[config.mk]
export PLATFORM = sky130hd
export DESIGN_NAME = patch_scheduler_flat
export DESIGN_NICKNAME = d
export VERILOG_FILES = /design/src/rtl/patch_scheduler_if.sv /design/src/rtl/patch_scheduler.sv /design/src/flat_wrapper.sv
export SDC_FILE = /design/constraint.sdc
export NUM_CORES = 1
export LEC_CHECK = 0
export CAP_MARGIN = 20
export CORE_UTILIZATION = 60
export CTS_CLUSTER_DIAMETER = 60
export CTS_CLUSTER_SIZE = 24
export DETAILED_ROUTE_END_ITERATION = 8
export DONT_BUFFER_PORTS = 1
export PLACE_DENSITY = 0.86
export SLEW_MARGIN = 5
export SYNTH_ARGS = -nofsm -noshare
export SYNTH_HDL_FRONTEND = slang
export SYNTH_SLANG_ARGS = --single-unit
[constraint.sdc]
create_clock -name clk -period 3.3 [get_ports clk]
set_clock_uncertainty 0.15 [all_clocks]
set_input_delay 0.495 -clock clk [delete_from_list [all_inputs] [get_ports clk]]
set_output_delay 0.495 -clock clk [all_outputs]
set_load 0.02 [all_outputs]
[src/rtl/patch_scheduler_if.sv]
// patch_scheduler_if: sequencer strobes in, memory addresses and status out.
//   master: sequencer/bench side (drives start, addr, mux_sel, acc_enable, counter_enable)
//   slave : patch_scheduler side (drives rd_addr, rd_en, wr_addr, wr_en, done, out_row, out_col)
interface patch_scheduler_if #(
  parameter int unsigned ADDR_W = 8
);
  logic              start;
  logic              addr;
  logic [1:0]        mux_sel;
  logic              acc_enable;
  logic              counter_enable;
  logic [ADDR_W-1:0] rd_addr;
  logic              rd_en;
  logic [ADDR_W-1:0] wr_addr;
  logic              wr_en;
  logic              done;
  logic [ADDR_W-1:0] out_row;
  logic [ADDR_W-1:0] out_col;

  modport master (
    output start, addr, mux_sel, acc_enable, counter_enable,
    input  rd_addr, rd_en, wr_addr, wr_en, done, out_row, out_col
  );

  modport slave (
    input  start, addr, mux_sel, acc_enable, counter_enable,
    output rd_addr, rd_en, wr_addr, wr_en, done, out_row, out_col
  );
endinterface

[src/rtl/patch_scheduler.sv]
// patch_scheduler: tracks the sliding-window output position, generates pixel-row
// read addresses and result write addresses from the sequencer strobes, flags done.
//   clk, rst : clock, asynchronous active-high reset
//   bus      : slave side of patch_scheduler_if (strobes in, addresses/status out)
module patch_scheduler #(
  parameter int unsigned IMG_W  = 8,
  parameter int unsigned IMG_H  = 8,
  parameter int unsigned K      = 3,
  parameter int unsigned STRIDE = 1,
  parameter int unsigned ADDR_W = 8
) (
  input  logic            clk,
  input  logic            rst,
  patch_scheduler_if.slave bus
);

  localparam int unsigned OUT_W = (IMG_W - K) / STRIDE + 1;
  localparam int unsigned OUT_H = (IMG_H - K) / STRIDE + 1;

  localparam logic [ADDR_W-1:0] ROW_PITCH  = ADDR_W'(IMG_W);
  localparam logic [ADDR_W-1:0] ROW_STEP   = ADDR_W'(STRIDE * IMG_W);
  localparam logic [ADDR_W-1:0] COL_STEP   = ADDR_W'(STRIDE);
  localparam logic [ADDR_W-1:0] OUT_W_A    = ADDR_W'(OUT_W);
  localparam logic [ADDR_W-1:0] LAST_COL   = ADDR_W'(OUT_W - 1);
  localparam logic [ADDR_W-1:0] LAST_ROW   = ADDR_W'(OUT_H - 1);

  typedef enum logic {
    ST_RUN  = 1'b0,
    ST_DONE = 1'b1
  } state_t;

  state_t            state_q, state_d;
  logic [ADDR_W-1:0] row_q, row_d;
  logic [ADDR_W-1:0] col_q, col_d;
  logic [ADDR_W-1:0] base_q, base_d;
  logic [ADDR_W-1:0] rd_addr_q, rd_addr_d;
  logic              rd_en_q, rd_en_d;
  logic [ADDR_W-1:0] wr_addr_q, wr_addr_d;
  logic              wr_en_q, wr_en_d;

  // State and datapath registers
  always_ff @(posedge clk or posedge rst) begin
    if (rst) begin
      state_q   <= ST_RUN;
      row_q     <= '0;
      col_q     <= '0;
      base_q    <= '0;
      rd_addr_q <= '0;
      rd_en_q   <= 1'b0;
      wr_addr_q <= '0;
      wr_en_q   <= 1'b0;
    end else begin
      state_q   <= state_d;
      row_q     <= row_d;
      col_q     <= col_d;
      base_q    <= base_d;
      rd_addr_q <= rd_addr_d;
      rd_en_q   <= rd_en_d;
      wr_addr_q <= wr_addr_d;
      wr_en_q   <= wr_en_d;
    end
  end

  // Next-state: start overrides everything; strobes only act in RUN
  always_comb begin
    state_d   = state_q;
    row_d     = row_q;
    col_d     = col_q;
    base_d    = base_q;
    rd_addr_d = rd_addr_q;
    rd_en_d   = 1'b0;
    wr_addr_d = wr_addr_q;
    wr_en_d   = 1'b0;

    if (bus.start) begin
      state_d = ST_RUN;
      row_d   = '0;
      col_d   = '0;
      base_d  = '0;
    end else if (state_q == ST_RUN) begin
      if (bus.addr) begin
        base_d = row_q * ROW_STEP + col_q * COL_STEP;
      end
      // Fetch uses the registered base, so an addr strobe lands one cycle ahead
      if (bus.mux_sel != 2'b00) begin
        rd_addr_d = base_q + ADDR_W'(bus.mux_sel - 2'd1) * ROW_PITCH;
        rd_en_d   = 1'b1;
      end
      // Write address always reflects the pre-advance position
      if (bus.acc_enable) begin
        wr_addr_d = row_q * OUT_W_A + col_q;
        wr_en_d   = 1'b1;
      end
      if (bus.counter_enable) begin
        if (row_q == LAST_ROW && col_q == LAST_COL) begin
          row_d   = '0;
          col_d   = '0;
          state_d = ST_DONE;
        end else if (col_q < LAST_COL) begin
          col_d = col_q + ADDR_W'(1);
        end else begin
          col_d = '0;
          row_d = row_q + ADDR_W'(1);
        end
      end
    end
  end

  assign bus.rd_addr = rd_addr_q;
  assign bus.rd_en   = rd_en_q;
  assign bus.wr_addr = wr_addr_q;
  assign bus.wr_en   = wr_en_q;
  assign bus.done    = (state_q == ST_DONE);
  assign bus.out_row = row_q;
  assign bus.out_col = col_q;

endmodule
[src/flat_wrapper.sv]
// flat-port wrapper written by rule: the top's interface ports become plain ports
module patch_scheduler_flat 
#(
  parameter int unsigned IMG_W  = 8,
  parameter int unsigned IMG_H  = 8,
  parameter int unsigned K      = 3,
  parameter int unsigned STRIDE = 1,
  parameter int unsigned ADDR_W = 8
)
  (clk, rst, bus_start, bus_addr, bus_mux_sel, bus_acc_enable, bus_counter_enable, bus_rd_addr, bus_rd_en, bus_wr_addr, bus_wr_en, bus_done, bus_out_row, bus_out_col);
  patch_scheduler_if #(.ADDR_W(ADDR_W)) bus_i ();
  input  logic clk;
  input  logic rst;
  input wire logic [$bits(bus_i.start)-1:0] bus_start;
  input wire logic [$bits(bus_i.addr)-1:0] bus_addr;
  input wire logic [$bits(bus_i.mux_sel)-1:0] bus_mux_sel;
  input wire logic [$bits(bus_i.acc_enable)-1:0] bus_acc_enable;
  input wire logic [$bits(bus_i.counter_enable)-1:0] bus_counter_enable;
  output wire logic [$bits(bus_i.rd_addr)-1:0] bus_rd_addr;
  output wire logic [$bits(bus_i.rd_en)-1:0] bus_rd_en;
  output wire logic [$bits(bus_i.wr_addr)-1:0] bus_wr_addr;
  output wire logic [$bits(bus_i.wr_en)-1:0] bus_wr_en;
  output wire logic [$bits(bus_i.done)-1:0] bus_done;
  output wire logic [$bits(bus_i.out_row)-1:0] bus_out_row;
  output wire logic [$bits(bus_i.out_col)-1:0] bus_out_col;
  assign bus_i.start = bus_start;
  assign bus_i.addr = bus_addr;
  assign bus_i.mux_sel = bus_mux_sel;
  assign bus_i.acc_enable = bus_acc_enable;
  assign bus_i.counter_enable = bus_counter_enable;
  assign bus_rd_addr = bus_i.rd_addr;
  assign bus_rd_en = bus_i.rd_en;
  assign bus_wr_addr = bus_i.wr_addr;
  assign bus_wr_en = bus_i.wr_en;
  assign bus_done = bus_i.done;
  assign bus_out_row = bus_i.out_row;
  assign bus_out_col = bus_i.out_col;
  patch_scheduler #(.IMG_W(IMG_W), .IMG_H(IMG_H), .K(K), .STRIDE(STRIDE), .ADDR_W(ADDR_W)) u_core (.clk(clk), .rst(rst), .bus(bus_i));
endmodule
### Word level (Yosys, flattened, before mapping)

Index checks and enable logic that the tools add are counted.

| operators by class | value |
|---|---|
| bitwise operators | 2 |
| $mul | 1 |
| add/sub/neg operators | 6 |
| reduce and logical (&&, ||, !) cells | 9 |
| equal/unequal tests | 4 |
| multiplexer cells | 23 |
| order comparisons | 1 |

Operators by type and width:

| cell | count |
|---|---|
| 8-bit two-way mux | 13 |
| 8-bit adder | 3 |
| 8-bit by 1-bit adder with 8-bit output, second input constant | 2 |
| 8-bit by 3-bit equality test with 1-bit output, second input constant | 2 |
| 1-bit two-way mux | 10 |
| 3-bit AND reduction | 3 |
| 8-bit by 3-bit less-than comparator with 1-bit output, second input constant | 1 |
| 8-bit by 2-bit multiplier with 7-bit output, second input constant | 1 |
| 2-bit nonzero test | 3 |
| 2-bit AND reduction | 2 |
| 3-bit by 2-bit inequality test with 1-bit output, second input constant | 1 |
| 2-bit by 1-bit subtractor with 3-bit output, second input constant | 1 |
| 2-bit inequality test, second input constant | 1 |
| 1-bit inverter | 2 |
| 1-bit logical AND | 1 |

| word-level totals | value |
|---|---|
| input port bits | 8 |
| output and inout port bits | 35 |
| word-level logic and storage cells | 54 |
| register bits after elaboration | 43 |

### Longest topological paths before layout

Gate-level depths: netlist of run 1.

| logic depth | value |
|---|---|
| depth after elaboration | 6 |
| mapped depth | 11 |
| depth with buffers taken out | 11 |

### Worst setup path after synthesis of run 1

No wires, ideal clock.

| path | value |
|---|---|
| path kind | register to register |
| from | register u_core.row_q[1], in the netlist u_core.bus.out_row[1] |
| to | register u_core.wr_addr_q[7], in the netlist u_core.bus.wr_addr[7] |
| clock period less this slack | 2.841 ns |
| library setup time | 0.125 ns |
| path buffers | 0 |
| arrival | 2.566 ns |
| data required time | 3.025 ns |
| path slack | 0.459 ns |
| stages on the path, launching flop included | 9 |
| cell sequence | dfrtp_1 ha_1 fa_1 ha_1 a211oi_1 o21ai_0 a21oi_1 xnor3_1 mux2_4 |

| between the ends | value |
|---|---|
| longest elaborated chain between the ends | 2 |

Ends and longest elaborated chain:

| what | RTL line | text |
|---|---|---|
| from (decl) | patch_scheduler.sv:33 | `logic [ADDR_W-1:0] row_q, row_d;` |
| from (signal assigned) | patch_scheduler.sv:54 | `row_q <= row_d;` |
| 8-bit by 2-bit multiplier with 7-bit output | patch_scheduler.sv:91 | `wr_addr_d = row_q * OUT_W_A + col_q;` |
| 8-bit adder | patch_scheduler.sv:91 |  |
| to (signal assigned) | patch_scheduler.sv:59 | `wr_addr_q <= wr_addr_d;` |
| to (decl) | patch_scheduler.sv:38 | `logic [ADDR_W-1:0] wr_addr_q, wr_addr_d;` |

Every way passes these cells.
A chain may end at the register's enable or synchronous reset.

### Final worst setup path of run 1

Same ends and word-level chain as after synthesis.

==> results.yml, run 1 <==
finish:
  final_area_sq_mm: 0.00283
  drive_gt1_frac: 0.0636
  n_antenna_cell: 0
  area_growth_pct: 7.45
  fin_cells: 333
  nets: 321
setup_path:
  worstPathRequired_ps: 3340
  cp_top_family: "adder cells"
  critical_path.cell_chain: "ha_1, fa_1, ha_1, a211oi_1, o21ai_0, a21oi_1, xnor3_1, mux2_4"
  criticalPathCategory: "reg2reg"
  slowest_stage: "dfrtp_1"
  cp_max_fo: 6
  cp-end-kind: "flip-flop"
  cpMostUsedCell: "ha_1"
  arrival_ps: 2980
  path_buf_inv: 0
  slowest_delay_ps: 480
  r2r_setup_slack_ps: 360
  start_kind: "flip-flop"
logic_synthesis:
  synthSimpleGateAreaFrac: 0.156
  seq_area_frac_synth: 0.408
  synth_fp_nets: 318
  syn_avg_cell_area_sq_um: 9.45
  synthArstFlopShare: 1.00
  synthMuxAreaShare: 0.0180
  syn-instance-count: 279
  ys.flop_type: "dfrtp_1"
  ys_warn_count: 0
  synth_fa_ha_area_frac: 0.158
  synth_top_family_by_area: "adder cells"
  netlist.area_leader.share: 0.408
  synthesis.area_sq_mm: 0.00264
  synth_edf_count: 0
  ys_top_cells_by_count: "48 x nand2_1, 43 x dfrtp_1, 27 x ha_1, 24 x nor2_1, 19 x a21oi_1"
  synth-xor-area-share: 0.0716
  ys_ff_latch: 43
  synthTopCellsByArea: "dfrtp_1 41%, ha_1 13%, nand2_1 6.8%, xnor2_1 5.3%, a21oi_1 3.6%"
  synth.distinct_cells: 46
  yosysMostFrequentCell: "nand2_1"
  yosys.area.top_type: "dfrtp_1"
  synth_compound_area_frac: 0.148
clocking:
  clock_latency_ps: 300
  cts_buffer_depth: 2
  h-tree-depth: 2
  cts-root-buf: "clkbuf_8"
  cts_sinks: 43
  cts-resized-gates: 0
  cts.clk_slew.worst_paths_ps: 80
  cts_tree: "done"
  cts_hold_buffers: 1
  numCtsBuffers: 5
  cts_setup_buffers: 0
drt:
  viasPerCell: 5.90
  wl_per_cell_um: 16.2
  dr.pass1.iters: 4
  route.detailed.drc: 0
  drt-initial-drc-count: 137
  wl_mm: 5.39
  num_vias: 1965
  ant_nets: 0
global_route:
  grt_max_degree: 27
  antenna_found_initial: 0
  gr-usage-all-layers: 0.263
  grt_overflow_total: 0
  grt_first_pass_wirelength_mm: 8.76
  grt_pass1_vias: 1887
timing:
  final.setup.tns_ps: 0
  slew_headroom: 0.567
  rsz0062_at_grt: "false"
  report.final.setup_viol: 0
  finalCriticalPeriod_ps: 2940
  slew_violations: 0
  min_period_over_period: 0.891
  timing.fmax_mhz: 340
  finalHoldViolCount: 0
  tightest_slew_ps: 646
pwr:
  max-vdd-ir-drop_mv: 0.226
  leakage_nw: 1.44
  powerDensity_mw_per_mm2: 522
place:
  placed_area_sq_mm: 0.00269
  hpwl_mm: 3.99
  place.gp.congestion: 0.931
  dp_cells: 324
  io_buffers: 0
floorplanning:
  die_h_um: 68.3
  dieArea_sq_mm: 0.00466
  fp.coreArea_sq_mm: 0.00412
  io_pins: 43
  die_x_um: 68.3
  rows: 23
  start_util: 0.641
hold_path:
  holdCritPathClass: "in2reg"
run_status:
  status: "finished, final reports clean"
run:
  drv_cap: 0
-- report_power, final --
part	switching, mW	internal (mW)
registers	0.113	0.584
logic	0.179	0.118
clock network	0.184	0.302
total	0.476	1.00
-- worst reg2reg max path, stage by stage, from the launching register on --
cell and delay, ps:
dfrtp_1 480, ha_1 330, fa_1 460, ha_1 340, a211oi_1 300, o21ai_0 120, a21oi_1 170, xnor3_1 220
mux2_4 260
-- flip-flops by register name (all words and copies together) (netlist names) --
register,flops
u_core.base_q,8
u_core.bus.out_col,8
u_core.bus.out_row,8
u_core.bus.rd_addr,8
u_core.bus.wr_addr,8
u_core.bus.done,1
u_core.bus.rd_en,1
u_core.bus.wr_en,1
-- metrics by stage --
stage,utilization,hold slack [ps],power (mW),setup slack [ps]
final,0.689,92.1,1.48,361
after CTS,0.689,87.1,1.49,388
after detailed placement,0.654,269,1.00,435
after global routing,0.689,76.6,1.56,150
after floorplan,-,288,0.925,459
after global placement,0.654,270,0.990,502
-- metal layers --
layer	GRT usage	wire length, um	share of wire
met3	0.0700	384	0.071
met1	0.313	2300	0.43
met2	0.445	2590	0.48
met5	0	0	0
met4	0.112	120	0.022
-- cell type report --
type                    count  area [sq um]
clock buffers               6          72.6
clock inverters             2          60.1
fillers                   308          1280
inverters                  18          67.6
multi-input cells         209          1460
flip-flops and latches     43          1080
well taps                  50          62.6
repair buffers              5          40.0
-- layout by cell type, fill, tap and decap left out, drive strengths merged, types with 2 or more instances in the layout --
| master | n |
|---|---|
| a211oi | 7 |
| a21o | 8 |
| a21oi | 20 |
| a31oi | 4 |
| and2 | 2 |
| buf | 4 |
| bufinv | 2 |
| clkbuf | 6 |
| dfrtp | 43 |
| fa | 4 |
| ha | 27 |
| inv | 17 |
| mux2 | 3 |
| nand2 | 48 |
| nand3 | 4 |
| nor2 | 24 |
| nor2b | 2 |
| nor3 | 3 |
| o21ai | 13 |
| xnor2 | 16 |
| xor2 | 3 |
-- kinds of logic after synthesis --
kind of cell             count (synthesis)
adder cells (fa/ha/maj)                 31
flip-flops                              43
multiplexers                             4
AO/OA/AOI/OAI                           60
AND/OR/NAND/NOR                         94
buffers and inverters                   27
XOR/XNOR                                20
-- worst paths after layout --
check / startpoint / endpoint / depth (start not counted)
worst max-delay path: u_core.bus.out_row[1] / u_core.bus.wr_addr[7] / 8
worst min-delay path: bus_start / u_core.base_q[4] / 1
worst max register to register: u_core.bus.out_row[1] / u_core.bus.wr_addr[7] / 8
worst min register to register: u_core.base_q[1] / u_core.bus.rd_addr[1] / 2
max in group asynchronous: rst / u_core.bus.done / 3
min in group asynchronous: rst / u_core.base_q[4] / 2
No activity file was read; power rests on OpenSTA's default activity.
==> run 2, diff against run 1 <==
- SKIP_CTS_REPAIR_TIMING: unset -> 1
==> results of run 2 <==
Same layout as run 1: the final DEF is identical, and so are final timing and power.
Among the figures that moved: wire length of the first global-routing pass 8760 um -> 8750 um; via count of the first global-routing pass 1887 -> 1881; met2 usage 0.445 -> 0.444
